### src/rtl/esn_seq_ctrl.sv
// Echo-state-network sequencer: walks reservoir rows, the readout and an optional LMS pass.
// Build macro ESN_TRAIN_EN adds the TRAIN state and drives wupd_en; without it wupd_en is tied 0.
module esn_seq_ctrl #(
    parameter int unsigned N_NEURONS = 8,
    parameter int unsigned IDX_W     = 4
) (
    input  logic             clk,
    input  logic             rst,
    input  logic             start,
    input  logic             abort,
    output logic             busy,
    output logic             mac_clr,
    output logic             mac_en,
    output logic [IDX_W-1:0] row_idx,
    output logic [IDX_W-1:0] col_idx,
    output logic             state_we,
    output logic             est_valid,
    output logic             wupd_en,
    output logic             done
);

    localparam logic [IDX_W-1:0] ROW_LAST     = IDX_W'(N_NEURONS - 1);
    localparam logic [IDX_W-1:0] COL_RES_LAST = IDX_W'(N_NEURONS);
    localparam logic [IDX_W-1:0] COL_OUT_LAST = IDX_W'(N_NEURONS - 1);
    localparam logic [IDX_W-1:0] IDX_ONE      = IDX_W'(1);

    typedef enum logic [3:0] {
        ST_IDLE,
        ST_RES_CLR,
        ST_RES_MAC,
        ST_RES_WB,
        ST_OUT_CLR,
        ST_OUT_MAC,
        ST_OUT_WB,
`ifdef ESN_TRAIN_EN
        ST_TRAIN,
`endif
        ST_DONE
    } state_e;

    state_e           state_q, state_d;
    logic [IDX_W-1:0] row_q, row_d;
    logic [IDX_W-1:0] col_q, col_d;

    logic             busy_q, busy_d;
    logic             mac_clr_q, mac_clr_d;
    logic             mac_en_q, mac_en_d;
    logic             state_we_q, state_we_d;
    logic             est_valid_q, est_valid_d;
    logic             done_q, done_d;
    logic [IDX_W-1:0] row_idx_q, row_idx_d;
    logic [IDX_W-1:0] col_idx_q, col_idx_d;
`ifdef ESN_TRAIN_EN
    logic             wupd_en_q, wupd_en_d;
`endif

    // Abort only cancels a sample in flight; in IDLE it is ignored.
    logic kill_c;
    assign kill_c = abort && (state_q != ST_IDLE);

    // State, index counters and output registers.
    always_ff @(posedge clk or posedge rst) begin
        if (rst) begin
            state_q     <= ST_IDLE;
            row_q       <= '0;
            col_q       <= '0;
            busy_q      <= 1'b0;
            mac_clr_q   <= 1'b0;
            mac_en_q    <= 1'b0;
            state_we_q  <= 1'b0;
            est_valid_q <= 1'b0;
            done_q      <= 1'b0;
            row_idx_q   <= '0;
            col_idx_q   <= '0;
`ifdef ESN_TRAIN_EN
            wupd_en_q   <= 1'b0;
`endif
        end else begin
            state_q     <= state_d;
            row_q       <= row_d;
            col_q       <= col_d;
            busy_q      <= busy_d;
            mac_clr_q   <= mac_clr_d;
            mac_en_q    <= mac_en_d;
            state_we_q  <= state_we_d;
            est_valid_q <= est_valid_d;
            done_q      <= done_d;
            row_idx_q   <= row_idx_d;
            col_idx_q   <= col_idx_d;
`ifdef ESN_TRAIN_EN
            wupd_en_q   <= wupd_en_d;
`endif
        end
    end

    // Next state; every counter is left at 0 when its phase terminates.
    always_comb begin
        state_d = state_q;
        row_d   = row_q;
        col_d   = col_q;
        if (kill_c) begin
            state_d = ST_IDLE;
            row_d   = '0;
            col_d   = '0;
        end else begin
            case (state_q)
                ST_IDLE: begin
                    row_d = '0;
                    col_d = '0;
                    if (start) begin
                        state_d = ST_RES_CLR;
                    end
                end
                ST_RES_CLR: begin
                    col_d   = '0;
                    state_d = ST_RES_MAC;
                end
                ST_RES_MAC: begin
                    if (col_q == COL_RES_LAST) begin
                        col_d   = '0;
                        state_d = ST_RES_WB;
                    end else begin
                        col_d = col_q + IDX_ONE;
                    end
                end
                ST_RES_WB: begin
                    if (row_q == ROW_LAST) begin
                        row_d   = '0;
                        state_d = ST_OUT_CLR;
                    end else begin
                        row_d   = row_q + IDX_ONE;
                        state_d = ST_RES_CLR;
                    end
                end
                ST_OUT_CLR: begin
                    col_d   = '0;
                    state_d = ST_OUT_MAC;
                end
                ST_OUT_MAC: begin
                    if (col_q == COL_OUT_LAST) begin
                        col_d   = '0;
                        state_d = ST_OUT_WB;
                    end else begin
                        col_d = col_q + IDX_ONE;
                    end
                end
                ST_OUT_WB: begin
                    col_d = '0;
`ifdef ESN_TRAIN_EN
                    state_d = ST_TRAIN;
`else
                    state_d = ST_DONE;
`endif
                end
`ifdef ESN_TRAIN_EN
                ST_TRAIN: begin
                    if (col_q == COL_OUT_LAST) begin
                        col_d   = '0;
                        state_d = ST_DONE;
                    end else begin
                        col_d = col_q + IDX_ONE;
                    end
                end
`endif
                ST_DONE: begin
                    row_d   = '0;
                    col_d   = '0;
                    state_d = ST_IDLE;
                end
                default: begin
                    row_d   = '0;
                    col_d   = '0;
                    state_d = ST_IDLE;
                end
            endcase
        end
    end

    // Output decode of the current state; registered, so strobes trail the state by one cycle.
    always_comb begin
        busy_d      = 1'b0;
        mac_clr_d   = 1'b0;
        mac_en_d    = 1'b0;
        state_we_d  = 1'b0;
        est_valid_d = 1'b0;
        done_d      = 1'b0;
        row_idx_d   = '0;
        col_idx_d   = '0;
`ifdef ESN_TRAIN_EN
        wupd_en_d   = 1'b0;
`endif
        if (!kill_c) begin
            busy_d    = (state_q != ST_IDLE);
            row_idx_d = row_q;
            col_idx_d = col_q;
            case (state_q)
                ST_RES_CLR, ST_OUT_CLR: mac_clr_d   = 1'b1;
                ST_RES_MAC, ST_OUT_MAC: mac_en_d    = 1'b1;
                ST_RES_WB:              state_we_d  = 1'b1;
                ST_OUT_WB:              est_valid_d = 1'b1;
`ifdef ESN_TRAIN_EN
                ST_TRAIN:               wupd_en_d   = 1'b1;
`endif
                ST_DONE:                done_d      = 1'b1;
                default:                ;
            endcase
        end
    end

    assign busy      = busy_q;
    assign mac_clr   = mac_clr_q;
    assign mac_en    = mac_en_q;
    assign state_we  = state_we_q;
    assign est_valid = est_valid_q;
    assign done      = done_q;
    assign row_idx   = row_idx_q;
    assign col_idx   = col_idx_q;
`ifdef ESN_TRAIN_EN
    assign wupd_en   = wupd_en_q;
`else
    assign wupd_en   = 1'b0;
`endif

endmodule

### config.mk
export PLATFORM = sky130hd
export DESIGN_NAME = esn_seq_ctrl
export DESIGN_NICKNAME = d
export VERILOG_FILES = /design/src/rtl/esn_seq_ctrl.sv
export SDC_FILE = /design/constraint.sdc
export NUM_CORES = 1
export LEC_CHECK = 0
export CORE_UTILIZATION = 55
export DETAILED_ROUTE_END_ITERATION = 12
export GPL_TIMING_DRIVEN = 0
export PLACE_DENSITY = 0.92
export SYNTH_ARGS = -nofsm -noshare
export SYNTH_HDL_FRONTEND = slang
export SYNTH_SLANG_ARGS = --single-unit
### constraint.sdc
create_clock -name clk -period 3.16 [get_ports clk]
set_input_delay 0.79 -clock clk [delete_from_list [all_inputs] [get_ports clk]]
set_output_delay 0.79 -clock clk [all_outputs]
set_load 0.005 [all_outputs]
== After elaboration in Yosys (flattened, before gate mapping) ==
Cells that the tools add are included.
Word-level totals
  output and inout port bits: 15
  word-level logic and storage cells: 61
  input bits: 4
  register bits after elaboration: 26
Operators by class
  equality and inequality tests: 15
  reductions and logical operators: 7
  mux-type cells: 26
  add/sub/neg operators: 2
Operators with widths (number)
  4-bit two-way mux: 11
  4-bit one-hot mux with 7 select lines: 1
  4-bit by 3-bit == test with 1-bit output (second input constant): 6
  4-bit one-hot mux with 3 select lines: 1
  1-bit two-way mux: 11
  3-bit inequality test (second input constant): 3
  4-bit by 1-bit adder with 4-bit output (second input constant): 2
  4-bit by 2-bit == test with 1-bit output (second input constant): 2
  4-bit one-hot mux with 2 select lines: 1
  5-bit OR reduction: 1
  4-bit by 1-bit == test with 1-bit output (second input constant): 1
  4-bit == test (second input constant): 1
  4-bit zero test: 1
  4-bit nonzero test: 1
  2-bit OR reduction: 2
  3-bit two-way mux: 1
  3-bit AND reduction: 1
  2-bit by 1-bit inequality test with 1-bit output (second input constant): 1
  2-bit inequality test (second input constant): 1
  1-bit logical AND: 1

== Depth between registers and ports, before layout ==
Gate-level depths: netlist (run 1).
  depth after elaboration: 4
  mapped depth: 6
  mapped depth without buffers: 6

== Least setup slack after synthesis (run 1) ==
Ideal clock, no wire load.
  kind: input to register
  from: input abort
  to: register col_q[2]
  stages on the path: 4
  arrival time: 1.312 ns
  library setup time: 0.136 ns
  path slack: 1.712 ns
  path buffers: 0
  cell sequence: nand4bb_4 nand2_1 xor2_1 nor3_1
Between the ends
  word-level cells in the longest chain between the ends: 2
Ends and longest elaborated chain
  start: declaration: line 10  | input logic abort,
  1-bit logical AND (*): line 59  | assign kill_c = abort && (state_q != ST_IDLE);
  2-bit inequality test (no line) or 4-bit two-way mux (tied branches)
  end signal: assignment: line 81  | col_q <= col_d;
  end: declaration: line 43  | logic [IDX_W-1:0] col_q, col_d;
Every way passes the cells marked *; elsewhere a longest branch is shown, timed or not.
A chain may end at the register's enable or synchronous reset.

== Worst setup path after layout (run 1) ==
  from: register col_idx_q[0] (netlist: col_idx[0])
  to: output col_idx[0]
RTL lines
  start: declaration: line 52  | logic [IDX_W-1:0] col_idx_q, col_idx_d;
  start signal: assignment: line 89  | col_idx_q <= col_idx_d;
  end: declaration: line 15  | output logic [IDX_W-1:0] col_idx,
No word-level cell between the ends.

==> flow_metrics.env, run 1 <==
export IMPL_synth_edff_count=0
export IMPL_min_period_over_period_pct=61.9
export IMPL_wl_met3_um=90
export IMPL_holdBufCountCts=0
export IMPL_worst_slew_pin_slew_ns=0.910
export IMPL_gp_congestion=0.821
export IMPL_drt_met1_wl_um=909
export IMPL_cts_buffers=3
export IMPL_ys_warn_count=0
export IMPL_drt_iter0_markers=17
export IMPL_dpl_cell_count=147
export IMPL_grt_max_degree=26
export IMPL_die_y_um=47.8
export IMPL_path_buf_inv=1
export IMPL_grt_antenna_before_repair=0
export IMPL_crit_cells=1
export IMPL_async_flop_share_pct=100
export IMPL_grt_use_total_pct=20.9
export IMPL_startpoint_type="register"
export IMPL_hold_depth=1
export IMPL_grt_pass1_vias=753
export IMPL_clkTransAtPathRegs_ns=0.12
export IMPL_top_layer_used="met4"
export IMPL_synth_fa_ha_area_share_pct=3.25
export IMPL_syn_area_per_cell_um2=11.2
export IMPL_synthSimpleGateAreaFrac_pct=24.4
export IMPL_synth_cells=103
export IMPL_r2r_worst_path_cells=6
export IMPL_seq_area_frac_synth_pct=54.2
export IMPL_routedWlPerCell_um=13.6
export IMPL_synth_area_leaders="dfrtp_1 54%, nor2_1 3.6%, and2_1 3.3%"
export IMPL_drc=0
export IMPL_crit_family="buffers and inverters"
export IMPL_outcome="completed"
export IMPL_areaGrowthSynthToFinish_pct=20.0
export IMPL_dp_hpwl_mm=1.48
export IMPL_grt_pass1_wl_mm=3.24
export IMPL_clock_sinks=25
export IMPL_leakagePower_uw=0.000640
export IMPL_max_freq_mhz=511
export IMPL_timing_final_crit_period_ns=1.96
export IMPL_antenna_cells=0
export IMPL_critPathSlowestCell="clkdlybuf4s50_1"
export IMPL_num_rows=16
export IMPL_design_area_um2=1380
export IMPL_avgViaCountPerCell=5.53
export IMPL_drv_cap=0
export IMPL_instances_no_fill=151
export IMPL_hp_class="reg -> reg"
export IMPL_grt_overflow_total=0
export IMPL_final_setup_tns_ns=0
export IMPL_relSlewSlack_pct=39.3
export IMPL_die_area_um2=2280
export IMPL_syn_area_um2=1150
export IMPL_ys_types=37
export IMPL_core_um2=1960
export IMPL_synth_compound_area_share_pct=10.3
export IMPL_final_max_slew_violation_count=0
export IMPL_postRouteAntennaNets=0
export IMPL_synthMuxAreaShare_pct=0
export IMPL_dr_wl_met2_um=988
export IMPL_layout_drive_gt1_share_pct=12.1
export IMPL_rsz0062_at_grt="no"
export IMPL_arrival_ns=1.17
export IMPL_placement_io_buffers=17
export IMPL_synthXorXnorAreaFrac_pct=2.28
export IMPL_syn_nets=110
export IMPL_yosys_area_top_type="dfrtp_1"
export IMPL_n_fill_cell=158
export IMPL_cp_max_fo=1
export IMPL_via_count=835
export IMPL_place_area_um2=1360
export IMPL_peakVddDrop_mv=0.403
export IMPL_synth_top_family_by_area="simple AND/OR/NAND/NOR gates"
export IMPL_cts_resized=0
export IMPL_start_util_pct=58.8
export IMPL_yosys_top_cells_count="25 x dfrtp_1, 11 x nor2_1, 6 x and2_1, 6 x inv_1, 6 x o21ai_0"
export IMPL_critical_path_class="reg -> out"
export IMPL_crit_path_cell_trace="clkdlybuf4s50_1"
export IMPL_ctsHtreeMaxLevel=1
export IMPL_totalWireLength_mm=2.06
export IMPL_post_cts_setup_buffers=0
export IMPL_synth_ff_type="dfrtp_1"
export IMPL_cts_buffer_depth=2
export IMPL_cp_end_kind="output port"
export IMPL_p_per_area_nw_per_um2=523
export IMPL_hold_violations=0
export IMPL_root_buffer="clkbuf_4"
export IMPL_dr_pass1_iters=4
export IMPL_final_util_pct=70.5
export IMPL_synth_top_area_share_pct=54.2
export IMPL_finClkSkew_ns=0.000761
export IMPL_final_nets=132
export IMPL_die_w_um=47.8
export IMPL_max_stage_delay_ns=0.50
export IMPL_tritoncts="yes"
export IMPL_ios=19
export IMPL_critPathRequiredTime_ns=2.37
export IMPL_setup_viol=0
export IMPL_synth_most_common_cell="dfrtp_1"
export IMPL_clkLatencyLatePin_ns=0.31
export IMPL_synth_seq_cells=25
[per-layer routing]
| layer | vias to the layer above | GRT usage, % |
|---|---|---|
| met5 | - | 0 |
| met4 | 0 | 12.8 |
| met3 | 12 | 2.26 |
| met2 | 34 | 33.2 |
| met1 | 394 | 27.2 |
| li1 | 395 | - |
[worst paths after layout]
kind                                 startpoint              endpoint  slack [ns]
setup / recovery           col_idx[0]$_DFF_PP0_            col_idx[0]        1.20
hold / removal             row_q[0]$_DFFE_PP0P_  row_q[0]$_DFFE_PP0P_        0.56
setup reg to reg           col_q[0]$_DFFE_PP0N_  col_q[3]$_DFFE_PP0N_        1.71
hold reg to reg            row_q[0]$_DFFE_PP0P_  row_q[0]$_DFFE_PP0P_        0.56
max in group asynchronous                   rst   est_valid$_DFF_PP0_        1.64
min in group asynchronous                   rst  col_idx[2]$_DFF_PP0_        0.96
[state kept, by name (all words and copies together) (netlist names)]
name / count
col_idx: 4
row_q: 4
col_q: 4
row_idx: 4
est_valid: 1
state_we: 1
done: 1
mac_en: 1
state_q: 3
busy: 1
mac_clr: 1
[placed cells by master, fill, tap and decap left out, drive strengths merged, types with 2 or more instances in the layout]
| cell | Yosys | final |
|---|---|---|
| dfrtp | 25 | 25 |
| buf | 4 | 4 |
| inv | 6 | 6 |
| o21ai | 6 | 6 |
| a22oi | 2 | 2 |
| xor2 | 2 | 2 |
| clkdlybuf4s50 | 0 | 17 |
| nand3b | 2 | 2 |
| nor3 | 3 | 3 |
| a21oi | 3 | 3 |
| or3 | 2 | 2 |
| clkbuf | 1 | 5 |
| ha | 3 | 3 |
| and2 | 6 | 6 |
| a22o | 2 | 2 |
| o31ai | 2 | 2 |
| nor2 | 11 | 11 |
| nor3b | 3 | 3 |
| nand2 | 6 | 6 |
| and3 | 2 | 2 |
[kinds of logic (layout without fill, tap and decap cells)]
logic type | count (synthesis) | count (layout)
other cells | 1 | 1
simple gates | 42 | 42
xor+xnor | 3 | 3
fa+ha+maj | 3 | 3
flops | 25 | 25
compound gates | 18 | 18
buf+inv | 11 | 32
[layout make-up]
class,count,area (um^2),share of cell area (%)
buffer,5,37.5,2.71
clock buffer,4,26.3,1.90
inverter,6,22.5,1.63
multi-input combinational,67,468,33.8
sequential,25,626,45.2
tap,27,33.8,2.44
timing repair buffer,17,170,12.3
[through the flow]
step	setup slack (ns)	power [uW]	hold slack, ns
2_1_floorplan	1.71	526	0.479
4_1_cts	1.19	726	0.560
6_report	1.20	723	0.559
3_3_place_gp	0.972	582	0.504
5_1_grt	1.14	767	0.574
3_5_place_dp	0.940	591	0.538
[power breakdown]
part | internal [uW] | switching (uW) | leakage [uW]
Sequential | 347 | 15.5 | 0.000345
Combinational | 104 | 117 | 0.000280
Clock | 49.4 | 89.2 | 0.0000150
Total | 501 | 222 | 0.000640
Power figures use the tool's default switching activity.
==> run 2: changes to the inputs <==
--- a/config.mk
+++ b/config.mk
@@ -5,10 +5,10 @@
 export SDC_FILE = /design/constraint.sdc
 export NUM_CORES = 1
 export LEC_CHECK = 0
-export CORE_UTILIZATION = 55
+export CORE_UTILIZATION = 51
 export DETAILED_ROUTE_END_ITERATION = 12
 export GPL_TIMING_DRIVEN = 0
-export PLACE_DENSITY = 0.92
+export PLACE_DENSITY = 0.87
 export SYNTH_ARGS = -nofsm -noshare
 export SYNTH_HDL_FRONTEND = slang
 export SYNTH_SLANG_ARGS = --single-unit
==> constraint.sdc (replaced) <==
create_clock -name clk -period 2 [get_ports clk]
set_input_delay 0.5 -clock clk [delete_from_list [all_inputs] [get_ports clk]]
set_output_delay 0.5 -clock clk [all_outputs]
set_load 0.005 [all_outputs]
==> run 2 against run 1 <==
- worst hold slack worse by 0.0034 ns
- cell area is 0.27% higher
- clock skew is 0.011 ns higher
- combinational power is 60% higher
- worst setup slack worse by 0.89 ns
- via count is 2.5% lower
- register-to-register slack worse by 1.1 ns
- die area is 7.5% higher
- total power is 60% higher
- largest power group unchanged
- count of clock-buffer cells in the layout is 1 lower
- sequential power is 58% higher
==> flow_metrics.env, run 2 (same netlist as run 1, synthesis figures left out) <==
export IMPL_outcome="completed"
export IMPL_pwr_share_seq_pct=49.6
export IMPL_start_util_pct=56.5
export IMPL_arrival_ns=1.18
export IMPL_drt_met1_wl_um=979
export IMPL_postRouteAntennaNets=0
export IMPL_placement_io_buffers=17
export IMPL_switchingPower_uw=369
export IMPL_p_int_uw=790
export IMPL_setup_viol=0
export IMPL_clkTransAtPathRegs_ns=0.14
export IMPL_power_frac_comb_pct=30.6
export IMPL_cp_end_kind="output port"
export IMPL_dr_wl_met2_mm=1.02
export IMPL_grt_max_degree=26
export IMPL_final_util_pct=68.0
export IMPL_avgViaCountPerCell=5.39
export IMPL_totalWireLength_mm=2.13
export IMPL_timing_final_crit_period_ns=1.68
export IMPL_dr_pass1_iters=4
export IMPL_critPathSlowestCell="clkdlybuf4s50_1"
export IMPL_path_buf_inv=1
export IMPL_power_share_clock_pct=19.8
export IMPL_grt_pass1_wl_mm=3.67
export IMPL_wl_met3_um=74
export IMPL_instances_no_fill=151
export IMPL_die_area_um2=2460
export IMPL_die_w_um=49.6
export IMPL_tritoncts="yes"
export IMPL_min_period_over_period_pct=84.1
export IMPL_peakVddDrop_mv=0.579
export IMPL_drt_iter0_markers=14
export IMPL_cts_buffer_depth=2
export IMPL_final_max_slew_violation_count=0
export IMPL_post_cts_setup_buffers=0
export IMPL_ctsHtreeMaxLevel=1
export IMPL_leakagePower_uw=0.000639
export IMPL_gp_congestion=0.843
export IMPL_top_layer_used="met4"
export IMPL_whs_ns=0.555
export IMPL_drv_cap=0
export IMPL_max_stage_delay_ns=0.50
export IMPL_critical_path_class="reg -> out"
export IMPL_final_common_cell="dfrtp_1"
export IMPL_core_um2=2040
export IMPL_hold_violations=0
export IMPL_layout_common_cells="25 x dfrtp_1, 17 x clkdlybuf4s50_1, 11 x nor2_1"
export IMPL_netSwitchingFraction_pct=31.8
export IMPL_areaGrowthSynthToFinish_pct=20.3
export IMPL_clock_sinks=25
export IMPL_holdBufCountCts=0
export IMPL_via_count=814
export IMPL_grt_antenna_before_repair=0
export IMPL_grt_pass1_vias=846
export IMPL_final_nets=132
export IMPL_grt_overflow_total=0
export IMPL_num_rows=16
export IMPL_root_buffer="clkbuf_4"
export IMPL_cts_buffers=3
export IMPL_layout_drive_gt1_share_pct=12.9
export IMPL_cts_resized=0
export IMPL_relSlewSlack_pct=39.2
export IMPL_hp_class="reg -> reg"
export IMPL_p_per_area_nw_per_um2=836
export IMPL_crit_path_cell_trace="clkdlybuf4s50_1"
export IMPL_grt_use_total_pct=20.2
export IMPL_startpoint_type="register"
export IMPL_ios=19
export IMPL_finClkSkew_ns=0.0121
export IMPL_max_freq_mhz=594
export IMPL_dpl_cell_count=147
export IMPL_dp_hpwl_mm=1.54
export IMPL_crit_family="buffers and inverters"
export IMPL_critPathRequiredTime_ns=1.50
export IMPL_final_setup_tns_ns=0
export IMPL_routedWlPerCell_um=14.1
export IMPL_cp_max_fo=1
export IMPL_die_y_um=49.6
export IMPL_clkLatencyLatePin_ns=0.33
export IMPL_drc=0
export IMPL_worst_slew_pin_slew_ns=0.911
export IMPL_rsz0062_at_grt="no"
export IMPL_antenna_cells=0
[run 2: changes by cell type in the layout (fill, tap and decap cells not counted), sizes merged]
| cell | change |
|---|---|
| clkbuf | -1 |
| clkinvlp | +1 |
[run 2: final timing paths]
path | startpoint | endpoint | slack (ns) | cells after the start
min in group asynchronous | rst | col_idx[3]$_DFF_PP0_ | 0.65 | 2
min reg2reg | row_q[2]$_DFFE_PP0P_ | row_q[2]$_DFFE_PP0P_ | 0.56 | 1
max in group asynchronous | rst | col_q[0]$_DFFE_PP0N_ | 0.78 | 2
min | row_q[2]$_DFFE_PP0P_ | row_q[2]$_DFFE_PP0P_ | 0.56 | 1
max reg2reg | col_q[0]$_DFFE_PP0N_ | col_q[3]$_DFFE_PP0N_ | 0.58 | 6
max | done$_DFF_PP0_ | done | 0.32 | 1
[run 2: layout make-up]
class | instances | area [um^2]
Inverter | 6 | 22.5
Fill cell | 176 | 654
Buffer | 5 | 37.5
Clock inverter | 1 | 7.51
Multi-Input combinational cell | 67 | 468
Timing Repair Buffer | 17 | 170
Sequential cell | 25 | 626
Tap cell | 27 | 33.8
Clock buffer | 3 | 22.5
[run 2: routing by layer]
| metal | GRT usage (%) | vias up |
|---|---|---|
| met2 | 32.7 | 19 |
| met5 | 0 | - |
| met1 | 23.9 | 397 |
| li1 | - | 390 |
| met3 | 4.94 | 8 |
| met4 | 12.9 | 0 |
[run 2: power groups by stage]
stage	registers (uW)	clock network, uW	logic, uW
3_3_place_gp	579	0	344
3_5_place_dp	585	0	357
4_1_cts	575	238	358
2_1_floorplan	580	0	251
6_report	575	230	355
5_1_grt	580	255	401
[run 2: stage by stage]
step / total power (uW) / area (um^2) / setup WS (ns)
floorplan: 831 / 1150 / 0.726
global placement: 922 / 1360 / 0.0999
detailed placement: 942 / 1360 / 0.00276
CTS: 1170 / 1390 / 0.297
global route: 1240 / 1390 / 0.266
finish: 1160 / 1390 / 0.317
